$ cat src/rtl/fifo_pkg.sv
// Shared dual-clock FIFO helpers: pointer-code conversions and the default
// address width used by both pointer blocks and the synchronizers.
package fifo_pkg;

    localparam int DEF_ADDRSIZE = 4;

    function automatic logic [31:0] bin2gray(input logic [31:0] bin);
        return bin ^ (bin >> 1);
    endfunction

    // Prefix XOR by doubling shifts; valid for any zero-extended width up to 32.
    function automatic logic [31:0] gray2bin(input logic [31:0] gray);
        logic [31:0] bin;
        bin = gray;
        bin = bin ^ (bin >> 1);
        bin = bin ^ (bin >> 2);
        bin = bin ^ (bin >> 4);
        bin = bin ^ (bin >> 8);
        bin = bin ^ (bin >> 16);
        return bin;
    endfunction

endpackage

$ cat src/rtl/fifo_gray2bin.sv
// Combinational Gray-to-binary converter; each binary bit is the XOR of all
// Gray bits at or above its position.
module fifo_gray2bin #(
    parameter int W = 5
) (
    input  logic [W-1:0] gray,
    output logic [W-1:0] bin
);

    for (genvar i = 0; i < W; i++) begin : g_bit
        assign bin[i] = ^gray[W-1:i];
    end

endmodule

$ cat src/rtl/wptr_full_ctrl.sv
// Write-side pointer and status controller of the dual-clock FIFO (wclk domain):
// binary/Gray write pointer, full, almost-full, fill level and sticky overflow.
module wptr_full_ctrl
    import fifo_pkg::*;
#(
    parameter int ADDRSIZE    = DEF_ADDRSIZE,
    parameter int AFULL_LEVEL = 14
) (
    input  logic                wclk,
    input  logic                wrst,
    input  logic                winc,
    input  logic                wovf_clr,
    input  logic [ADDRSIZE:0]   wq2_rptr,
    output logic                wen,
    output logic [ADDRSIZE-1:0] waddr,
    output logic [ADDRSIZE:0]   wptr,
    output logic                wfull,
    output logic                walmost_full,
    output logic [ADDRSIZE:0]   wlevel,
    output logic                woverflow
);

    localparam logic [ADDRSIZE:0] AFULL_W = AFULL_LEVEL[ADDRSIZE:0];

    logic [ADDRSIZE:0] wbin_r;
    logic [ADDRSIZE:0] wptr_r;
    logic              wfull_r;
    logic              walmost_full_r;
    logic [ADDRSIZE:0] wlevel_r;
    logic              woverflow_r;

    logic              inc_s;
    logic [ADDRSIZE:0] wbinnext_s;
    logic [ADDRSIZE:0] wgraynext_s;
    logic [ADDRSIZE:0] rbin_s;
    logic [ADDRSIZE:0] level_next_s;
    logic [ADDRSIZE:0] full_ptr_s;

    fifo_gray2bin #(
        .W (ADDRSIZE + 1)
    ) u_rptr_g2b (
        .gray (wq2_rptr),
        .bin  (rbin_s)
    );

    assign inc_s        = winc & ~wfull_r;
    assign wbinnext_s   = wbin_r + {{ADDRSIZE{1'b0}}, inc_s};
    assign wgraynext_s  = wbinnext_s ^ (wbinnext_s >> 1);
    assign level_next_s = wbinnext_s - rbin_s;
    // Full when the write pointer is one lap ahead: top two Gray bits inverted.
    assign full_ptr_s   = {~wq2_rptr[ADDRSIZE:ADDRSIZE-1], wq2_rptr[ADDRSIZE-2:0]};

    // Pointer, flag and level state; all updated from the same next-state view.
    always_ff @(posedge wclk or posedge wrst) begin
        if (wrst) begin
            wbin_r         <= '0;
            wptr_r         <= '0;
            wfull_r        <= 1'b0;
            walmost_full_r <= 1'b0;
            wlevel_r       <= '0;
            woverflow_r    <= 1'b0;
        end else begin
            wbin_r         <= wbinnext_s;
            wptr_r         <= wgraynext_s;
            wfull_r        <= (wgraynext_s == full_ptr_s);
            walmost_full_r <= (level_next_s >= AFULL_W);
            wlevel_r       <= level_next_s;
            if (winc && wfull_r) begin
                woverflow_r <= 1'b1;
            end else if (wovf_clr) begin
                woverflow_r <= 1'b0;
            end else begin
                woverflow_r <= woverflow_r;
            end
        end
    end

    // Enable is gated by reset so no RAM write can slip through while it is held.
    assign wen          = inc_s & ~wrst;
    assign waddr        = wbin_r[ADDRSIZE-1:0];
    assign wptr         = wptr_r;
    assign wfull        = wfull_r;
    assign walmost_full = walmost_full_r;
    assign wlevel       = wlevel_r;
    assign woverflow    = woverflow_r;

endmodule

$ cat config.mk
export PLATFORM = sky130hd
export DESIGN_NAME = wptr_full_ctrl
export DESIGN_NICKNAME = d
export VERILOG_FILES = /design/src/rtl/fifo_pkg.sv /design/src/rtl/fifo_gray2bin.sv /design/src/rtl/wptr_full_ctrl.sv
export SDC_FILE = /design/constraint.sdc
export NUM_CORES = 1
export LEC_CHECK = 0
export BUFFER_PORTS_ARGS = -buffer_cell sky130_fd_sc_hd__buf_2
export CAP_MARGIN = 20
export CORE_UTILIZATION = 54
export DETAILED_ROUTE_END_ITERATION = 12
export GPL_TIMING_DRIVEN = 0
export PLACE_DENSITY = 0.93
export SYNTH_ARGS = -nofsm -noshare
export SYNTH_HDL_FRONTEND = slang
export SYNTH_SLANG_ARGS = --single-unit
$ cat constraint.sdc
create_clock -name wclk -period 3.4 [get_ports wclk]
set_input_delay 0 -clock wclk [delete_from_list [all_inputs] [get_ports wclk]]
set_output_delay 0 -clock wclk [all_outputs]
set_load 0.005 [all_outputs]
==> impl_metrics.toml, run 1 <==
[cells_and_area]
regArea_um2 = 425.4
antenna_cells = 0
utilization = 0.7043
drive_gt1_frac = 0.3304
layout.nets = 131
area_delta_synth_final_pct = 23.51
final_cells = 140
n_fill_cell = 136
multi_input_area_um2 = 521.8

[yosys]
synth_fa_ha_area_frac = 0.08386
synth_simple_gate_area_frac = 0.09911
synth_top_family_by_area = "XOR/XNOR gates"
synth_xor_area_frac = 0.2592
ys_ff_latch = 17
synthDistinctLibCells = 30
synth-compound-area-share = 0.07751
syn-num-nets = 96
synthMuxAreaShare = 0.01017
seq_area_frac_synth = 0.4320
syn_avg_cell_area_um2 = 12.16
postSynthCellCount = 81
yosys_warnings = 0
syn-cell-area_um2 = 984.7

[worst_setup_path]
r2r_slack_ns = 0.93
cp-startpoint = "wbin_r[0]"
cp.required_ns = 3.59
cp_cell_sequence = "and3b_1 -> ha_1 -> inv_1 -> fa_1 -> or2b_1 -> o21ai_2 -> xnor2_1 -> a31o_1"
reg2reg_from = "wbin_r[0]"
worstSetupPathType = "reg -> reg"
slowest_stage = "fa_1"
crit_fanout = 7
max_stage_delay_ns = 0.48
cp-end-kind = "register"
cp-start-kind = "register"
cp.arrival_ns = 2.66

[detailed_routing]
drc = 0
drt_iter0_drc = 1
vias = 691
wire_per_inst_um = 11.24
postRouteAntennaNets = 0
vias_per_cell = 4.936
drt_first_pass_iters = 4
routed_wl_mm = 1.573

[timing]
max_freq_mhz = 405.1
rsz0062_at_grt = "no"
slew_violations = 0
hold_viol = 0
period_share = 0.7260
skew_ns = 0.003851
post-route-min-period_ns = 2.469
relSlewSlack = 0.5745
finalSetupViolations = 0
fin_tns_setup_ns = 0
tightestPinTransition_ns = 0.6375

[floorplanning]
io_pins = 27
rows = 15
core_area_um2 = 1727
dieArea_um2 = 1998
die_h_um = 44.70
die_x_um = 44.70
start_util = 0.5703

[clock_tree]
post_cts_buffers = 0
cts_tree = "yes"
path_clk_slew_ns = 0.10
cts_made_buffers = 3
cts_root_buffer = "clkbuf_4"
clk_path_buf_depth = 2
htree_levels = 1
clock_sinks = 17
clock_latency_ns = 0.29

[placement]
dp_hpwl_mm = 1.189
place.port_buffers = 26
dp_cells = 132
gp_congestion = 0.8067

[power_and_ir_drop]
ir_worst_vdd_mv = 0.6472
leakage_uw = 0.0005986
power.density_nw_per_um2 = 1029
power_uw = 1252

[outcome]
outcome = "finished clean"

[job]
drv_cap = 0

[grt]
grt.total_usage = 0.1884
grt_max_degree = 19
grt_first_pass_wirelength_mm = 2.622
antenna_found_initial = 0
grt_pass1_vias = 653
gr-total-overflow = 0

[min_path]
hold_start = "wq2_rptr[4]"
min_path_type = "in -> reg"
[repair_timing]
item / in CTS / in global routing
hold buffers: 4 / 0
gates resized for setup: 0 / 0
hold endpoints to repair: 19 / 0
[synth_stat cells]
| library cell | number | share of area |
|---|---|---|
| xnor3_2 | 1 | 0.024 |
| xnor2_2 | 1 | 0.017 |
| a21oi_1 | 2 | 0.010 |
| and2_1 | 4 | 0.025 |
| o21ai_2 | 2 | 0.018 |
| a311oi_1 | 2 | 0.018 |
| nand4_1 | 1 | 0.0064 |
| ha_1 | 5 | 0.064 |
| nor2b_1 | 1 | 0.0064 |
| mux2i_1 | 1 | 0.010 |
| dfrtp_1 | 17 | 0.43 |
| or2b_1 | 1 | 0.0076 |
| nand2b_1 | 1 | 0.0064 |
| inv_1 | 8 | 0.030 |
| xor2_2 | 1 | 0.017 |
| xor2_4 | 1 | 0.028 |
| a2111oi_0 | 1 | 0.0089 |
| or3b_1 | 1 | 0.0089 |
| xnor2_1 | 11 | 0.098 |
| and3b_1 | 1 | 0.0089 |
| nand3_1 | 2 | 0.010 |
| buf_4 | 1 | 0.0076 |
| o21ai_0 | 1 | 0.0051 |
| and3_2 | 1 | 0.0076 |
| nor2_1 | 2 | 0.0076 |
| nand2_1 | 1 | 0.0038 |
| xor2_1 | 6 | 0.053 |
| xnor3_1 | 1 | 0.023 |
| fa_1 | 1 | 0.020 |
| a31o_1 | 2 | 0.018 |
[layer usage]
metal / vias to the layer above / track usage / share of wire
met5: - / 0 / 0
met4: 0 / 0.1273 / 0.025
met3: 5 / 0.03600 / 0.053
met2: 24 / 0.3265 / 0.49
met1: 326 / 0.2090 / 0.43
li1: 336 / - / -
[where the power goes]
part | leakage, µW | switching, µW | internal (µW) | total, µW
Clock | 0.0000139 | 65.8 | 44.7 | 111
Sequential | 0.000203 | 52.7 | 314 | 367
Combinational | 0.000382 | 392 | 383 | 775
Total | 0.000599 | 510 | 741 | 1250
[critical path: cells and delay by family (launching register included)]
family | cells | cell delay [ns]
compound gates | 2 | 0.31
xor+xnor | 1 | 0.10
fa+ha+maj | 2 | 0.90
buf+inv | 1 | 0.13
flops | 1 | 0.44
simple gates | 2 | 0.49
[stage by stage]
| step | setup WS [ns] | hold slack (ns) | cell area [µm²] |
|---|---|---|---|
| 6_report | 0.9315 | 0.1023 | 1216 |
| 5_1_grt | 0.8210 | 0.1206 | 1216 |
| 3_3_place_gp | 0.9892 | 0.1066 | 1146 |
| 3_5_place_dp | 0.9410 | 0.1181 | 1146 |
| 2_1_floorplan | 1.121 | -0.06880 | 984.7 |
| 4_1_cts | 0.9185 | 0.1046 | 1216 |
[area by class of cell]
cell class,count,share of cell area
inverter,8,0.02469
timing repair buffer,30,0.1399
clock buffer,3,0.01852
clock inverter,1,0.006173
multi-input combinational,55,0.4290
sequential,17,0.3498
tap,25,0.02572
buffer,1,0.006173
[path summary, 6_finish.rpt]
kind / depth (start not counted) / end
min in group asynchronous: 3 / wptr[0]
worst min-delay path: 3 / wlevel[4]
max in group asynchronous: 3 / wbin_r[1]
worst min register to register: 2 / wbin_r[3]
worst max register to register: 8 / walmost_full
worst max-delay path: 8 / walmost_full
[state kept, by name (all words and copies together), names as in the netlist]
signal and count:
wbin_r 5, wfull 1, wptr 4, walmost_full 1, woverflow 1, wlevel 5
[cell families after synthesis]
kind of cell             after synthesis
AND/OR/NAND/NOR                       16
flip-flops                            17
XOR/XNOR                              22
adder cells (fa/ha/maj)                6
buffers and inverters                  9
multiplexers                           1
AO/OA/AOI/OAI                         10
[layout by cell type, fill, tap and decap left out, types with 3 or more instances in the layout]
master and n:
dfrtp_1 17, ha_1 5, inv_1 8, dlygate4sd3_1 4
xor2_1 6, buf_2 26, xnor2_1 11, and2_1 4
clkbuf_4 3
(Power assumes the default switching activity.)
==> inputs of run 2 (changes only) <==
--- a/config.mk
+++ b/config.mk
@@ -7,10 +7,11 @@
 export LEC_CHECK = 0
 export BUFFER_PORTS_ARGS = -buffer_cell sky130_fd_sc_hd__buf_2
 export CAP_MARGIN = 20
-export CORE_UTILIZATION = 54
+export CORE_ASPECT_RATIO = 0.7
+export CORE_UTILIZATION = 50
 export DETAILED_ROUTE_END_ITERATION = 12
 export GPL_TIMING_DRIVEN = 0
-export PLACE_DENSITY = 0.93
+export PLACE_DENSITY = 0.88
 export SYNTH_ARGS = -nofsm -noshare
 export SYNTH_HDL_FRONTEND = slang
 export SYNTH_SLANG_ARGS = --single-unit
==> constraint.sdc (replaced) <==
create_clock -name wclk -period 2.3 [get_ports wclk]
set_input_delay 0 -clock wclk [delete_from_list [all_inputs] [get_ports wclk]]
set_output_delay 0 -clock wclk [all_outputs]
set_load 0.005 [all_outputs]
==> impl_metrics.toml, run 2 (same netlist as run 1, synthesis figures left out) <==
[job]
drv_cap = 0

[floorplanning]
die_h_um = 39.13
rows = 13
io_pins = 27
dieArea_um2 = 2154
die_x_um = 55.04
core_area_um2 = 1854
start_util = 0.5310

[grt]
gr-total-overflow = 0
use_met2 = 0.3223
grt.busiest_layer = "met2"
grt_max_degree = 19
gr-usage-met1 = 0.2332
use_met3 = 0.08627
grt_first_pass_wirelength_mm = 2.773
antenna_found_initial = 0
grt.total_usage = 0.2012
grt_pass1_vias = 637

[clock_tree]
clk_path_buf_depth = 2
cts_root_buffer = "clkbuf_4"
clock_sinks = 17
path_clk_slew_ns = 0.10
clock_latency_ns = 0.30
cts_made_buffers = 3
cts_tree = "yes"
htree_levels = 1

[detailed_routing]
drt_first_pass_iters = 4
postRouteAntennaNets = 0
routed_wl_mm = 1.821
drc = 0
vias = 717
wire_per_inst_um = 12.56
vias_per_cell = 4.945
drt_iter0_drc = 3

[cells_and_area]
drive_gt1_frac = 0.4228
area_delta_synth_final_pct = 34.05
most-common-layout-cells = "26 x buf_2, 17 x dfrtp_1, 11 x xnor2_1, 9 x buf_4, 8 x inv_1"
final_cells = 145
design_area_um2 = 1320
layout.nets = 139
final_common_cell = "buf_2"
antenna_cells = 0

[worst_setup_path]
crit_family = "adder cells"
cp-startpoint = "wfull"
cp.arrival_ns = 2.40
crit_fanout = 4
cp_cell_sequence = "and3b_2 -> ha_4 -> inv_1 -> fa_2 -> or2b_1 -> o21ai_2 -> xnor2_1 -> a31o_1"
slowest_stage = "fa_2"
worstSetupPathType = "reg -> reg"
cp.required_ns = 2.49
cp-start-kind = "register"
crit_buf_inv = 1
reg2reg_from = "wfull"
cp-end-kind = "register"
max_stage_delay_ns = 0.41

[min_path]
min_path_type = "in -> reg"
hold_start = "wq2_rptr[4]"

[outcome]
outcome = "finished clean"

[power_and_ir_drop]
leakage_uw = 0.0006427
ir_worst_vdd_mv = 0.9693
power_uw = 2101
power.density_nw_per_um2 = 1592

[timing]
hold_viol = 0
max_freq_mhz = 453.9
period_share = 0.9579
rsz0062_at_grt = "no"
fin_hold_ws_ns = 0.1151
tightestPinTransition_ns = 0.6711
slew_violations = 0
skew_ns = 0.005909
relSlewSlack = 0.5521
finalSetupViolations = 0
post-route-min-period_ns = 2.203

[placement]
placed_cell_area_um2 = 1142
dp_cells = 129
dp_hpwl_mm = 1.290
place.port_buffers = 26
gp_congestion = 0.7844
[run 2: cell types whose count changed in the layout (fill, tap and decap cells not counted)]
| cell | before | now |
|---|---|---|
| buf_4 | 1 | 9 |
| ha_1 | 5 | 3 |
| ha_4 | 0 | 2 |
| and3b_1 | 1 | 0 |
| and3b_2 | 0 | 1 |
| clkinv_2 | 0 | 1 |
| clkinvlp_4 | 1 | 0 |
| fa_1 | 1 | 0 |
| fa_2 | 0 | 1 |
| nor2b_1 | 1 | 0 |
| nor2b_2 | 0 | 1 |
| xor2_1 | 6 | 5 |
| xor2_4 | 1 | 2 |
[run 2: cell type report]
class                   instances  area, µm²
plain buffers                   1      7.507
fillers                       153      534.3
clock buffers                   3      22.52
well taps                      22      27.53
inverters                       8      30.03
clock inverters                 1      5.005
flip-flops and latches         17      425.4
repair buffers                 38      230.2
multi-input cells              55      571.8
[run 2: report_power, final]
| group | total, µW | switching, µW | internal [µW] |
|---|---|---|---|
| logic | 1400 | 653 | 749 |
| clock network | 160 | 95.4 | 64.8 |
| registers | 540 | 75.6 | 464 |
[run 2: final timing paths]
path                                end  slack, ns  cells past startpoint
min in group asynchronous       wptr[2]       0.34                      3
min                           wlevel[4]       0.12                      3
max in group asynchronous       wptr[1]       1.53                      3
max reg2reg                walmost_full        0.1                      8
max                        walmost_full        0.1                      8
min reg2reg                   wbin_r[4]       0.61                      2
[run 2: what timing repair did]
action | in CTS | in global routing
hold endpoints to repair | 19 | 0
hold buffers | 4 | 0
buffers inserted | 1 | 7
pin swaps | 0 | 1
endpoints found under the setup margin | 2 | 1
gates resized for setup | 4 | 4
[run 2: routing by layer]
metal | up-vias | routed length, µm
met3 | 4 | 118
met2 | 23 | 919
met1 | 338 | 762
met4 | 0 | 21
met5 | - | 0
li1 | 352 | -
[run 2: stage by stage]
| step | setup TNS, ns | util | setup slack, ns |
|---|---|---|---|
| 2_1_floorplan | 0 | - | 0.02147 |
| 3_3_place_gp | -0.1174 | 0.6161 | -0.1174 |
| 3_5_place_dp | -0.1697 | 0.6161 | -0.1678 |
| 4_1_cts | 0 | 0.6680 | 0.008748 |
| 5_1_grt | 0 | 0.7119 | 0.0006992 |
| 6_report | 0 | 0.7119 | 0.09686 |
[run 2: tightest hold or removal path, stage by stage]
cell	delay, ns
buf_2	0.14
xnor2_1	0.15
xnor2_1	0.08
==> inputs of run 3 (changes only) <==
--- a/config.mk
+++ b/config.mk
@@ -5,10 +5,11 @@
 export SDC_FILE = /design/constraint.sdc
 export NUM_CORES = 1
 export LEC_CHECK = 0
+export ABC_AREA = 1
 export BUFFER_PORTS_ARGS = -buffer_cell sky130_fd_sc_hd__buf_2
 export CAP_MARGIN = 20
 export CORE_ASPECT_RATIO = 0.7
-export CORE_UTILIZATION = 50
+export CORE_UTILIZATION = 51
 export DETAILED_ROUTE_END_ITERATION = 12
 export GPL_TIMING_DRIVEN = 0
 export PLACE_DENSITY = 0.88
==> impl_metrics.toml, run 3 <==
[outcome]
outcome = "finished clean"

[grt]
grt.total_usage = 0.2354
gr-usage-met1 = 0.2445
grt_max_degree = 18
grt_pass1_vias = 955
antenna_found_initial = 0
gr-total-overflow = 0
grt_first_pass_wirelength_mm = 3.815
use_met2 = 0.4732
use_met3 = 0.04839
grt.busiest_layer = "met2"

[worst_setup_path]
crit_family = "adder cells"
reg2reg_to = "wlevel[4]"
cp.arrival_ns = 2.30
r2r_slack_ns = 0.19
slowest_stage = "fa_1"
max_stage_delay_ns = 0.46
cp_cell_sequence = "inv_1 -> nand3_2 -> inv_2 -> ha_1 -> inv_1 -> fa_1 -> inv_1 -> nand3_1 -> nand2_1 -> nand2_1 -> nand2_1 -> inv_1"
worstSetupPathType = "reg -> reg"
cp.required_ns = 2.49
reg2reg_from = "wfull"
crit_buf_inv = 5
crit_top_cell = "inv_1"
crit_fanout = 5
reg2reg_depth = 12
cp-start-kind = "register"
cp-end-kind = "register"

[floorplanning]
io_pins = 27
die_x_um = 56.33
dieArea_um2 = 2254
core_area_um2 = 1903
rows = 13
die_h_um = 40.03
start_util = 0.5536

[cells_and_area]
layout.nets = 190
drive_gt1_frac = 0.2759
final_common_cell = "nand2_1"
antenna_cells = 0
most-common-layout-cells = "45 x nand2_1, 26 x buf_2, 23 x inv_1, 19 x nand3_1, 17 x dfrtp_1"
final_cells = 196
area_delta_synth_final_pct = 20.67
n_fill_cell = 167

[detailed_routing]
drc = 0
postRouteAntennaNets = 0
routed_wl_mm = 2.327
vias = 987
drt_first_pass_iters = 4
wire_per_inst_um = 11.87
drt_iter0_drc = 13
vias_per_cell = 5.036

[min_path]
whs_endpoint = "wfull"
hold_path_depth = 4
min_path_type = "in -> reg"
hold_start = "wq2_rptr[3]"

[clock_tree]
cts_tree = "yes"
clk_path_buf_depth = 2
path_clk_slew_ns = 0.10
htree_levels = 1
clock_latency_ns = 0.29
cts_root_buffer = "clkbuf_4"
cts_made_buffers = 3
clock_sinks = 17

[timing]
fin_tns_setup_ns = 0
hold_viol = 0
tightestPinTransition_ns = 0.6395
skew_ns = 0.001475
relSlewSlack = 0.5732
slew_violations = 0
max_freq_mhz = 473.3
post-route-min-period_ns = 2.113
rsz0062_at_grt = "no"
period_share = 0.9186
finalSetupViolations = 0

[yosys]
postSynthCellCount = 141
yosys_warnings = 0
syn_avg_cell_area_um2 = 7.472
synthFlopType = "dfrtp_1"
syn-cell-area_um2 = 1054
synth_top_area_frac = 0.4038
synth_area_leaders = "dfrtp_1 40%, nand2_1 16%, nand3_1 9.0%"
synthDistinctLibCells = 17
synth_common_cells = "45 x nand2_1, 23 x inv_1, 19 x nand3_1"
seq_area_frac_synth = 0.4038
yosysTopAreaCell = "dfrtp_1"
synth-edff-count = 0
syn-num-nets = 156
async_flop_share = 1.000
yosysMostFrequentCell = "nand2_1"
ys_ff_latch = 17

[power_and_ir_drop]
leakage_uw = 0.0007626
power.density_nw_per_um2 = 1367
ir_worst_vdd_mv = 0.7508
power_uw = 1738

[placement]
dp_cells = 189
dp_hpwl_mm = 1.887
gp_congestion = 0.8345
place.port_buffers = 26

[job]
drv_cap = 0
## run 3: cell types whose count changed in the layout (fill, tap and decap cells not counted), sizes merged, moves of 3 or more
cell / previous run / this run
nand2: 1 / 56
nand3: 2 / 21
inv: 8 / 26
xnor2: 12 / 0
buf: 35 / 26
xor2: 8 / 3
nor2: 2 / 6
and2: 4 / 1
## run 3: timing repair
action | 4_1_cts | 5_1_grt
setup buffers | 0 | 0
resized for setup | 0 | 1
hold buffers | 3 | 0
hold endpoints to repair | 18 | 0
setup endpoints to repair | 0 | 2
## run 3: worst max-delay path by stage
stage / to / from / cells after the start
finish: wlevel[4] / wfull / 12
global route: wlevel[3] / wfull / 11
CTS: wlevel[3] / wfull / 11
detailed placement: walmost_full / wq2_rptr[4] / 16
global placement: wlevel[3] / wfull / 11
floorplan: wlevel[3] / wfull / 11
## run 3: final cells by class
type,instances,area [µm²],area share
repair buffers,29,160.2,0.1260
multi-input cells,98,534.3,0.4203
well taps,22,27.53,0.02165
flip-flops and latches,17,425.4,0.3346
clock buffers,4,26.28,0.02067
inverters,26,97.59,0.07677
## run 3: metal layers
layer	vias to the layer above	wire length (µm)
met4	0	47
met1	450	983
met3	6	112
met5	-	0
li1	501	-
met2	30	1184
## run 3: power by group
part	switching, µW	internal (µW)
registers	72.1	446
logic	652	406
clock network	94.7	67.4
## run 3: cell families (layout without fill, tap and decap cells)
| family | after synthesis | after routing | synth area share |
|---|---|---|---|
| simple gates | 85 | 85 | 0.3682 |
| buf+inv | 26 | 59 | 0.09263 |
| flops | 17 | 17 | 0.4038 |
| fa+ha+maj | 6 | 6 | 0.07839 |
| compound gates | 4 | 4 | 0.02494 |
| xor+xnor | 3 | 3 | 0.03207 |
## run 3: worst register-to-register path: cells and delay by family, from the launching register on
family        cells  cell delay [ns]
fa+ha+maj         2             0.82
simple gates      5             0.41
buf+inv           5             0.40
flops             1             0.38
## run 3: stage by stage
step           setup WS (ns)  utilization  instance area [µm²]  hold WS, ns
2_1_floorplan         0.4285            -                 1054     -0.07393
3_3_place_gp          0.3167       0.6364                 1211       0.1104
3_5_place_dp          0.1964       0.6364                 1211       0.1240
4_1_cts               0.1733       0.6660                 1267      0.02952
5_1_grt              0.01088       0.6680                 1271      0.06151
6_report              0.1872       0.6680                 1271      0.03659
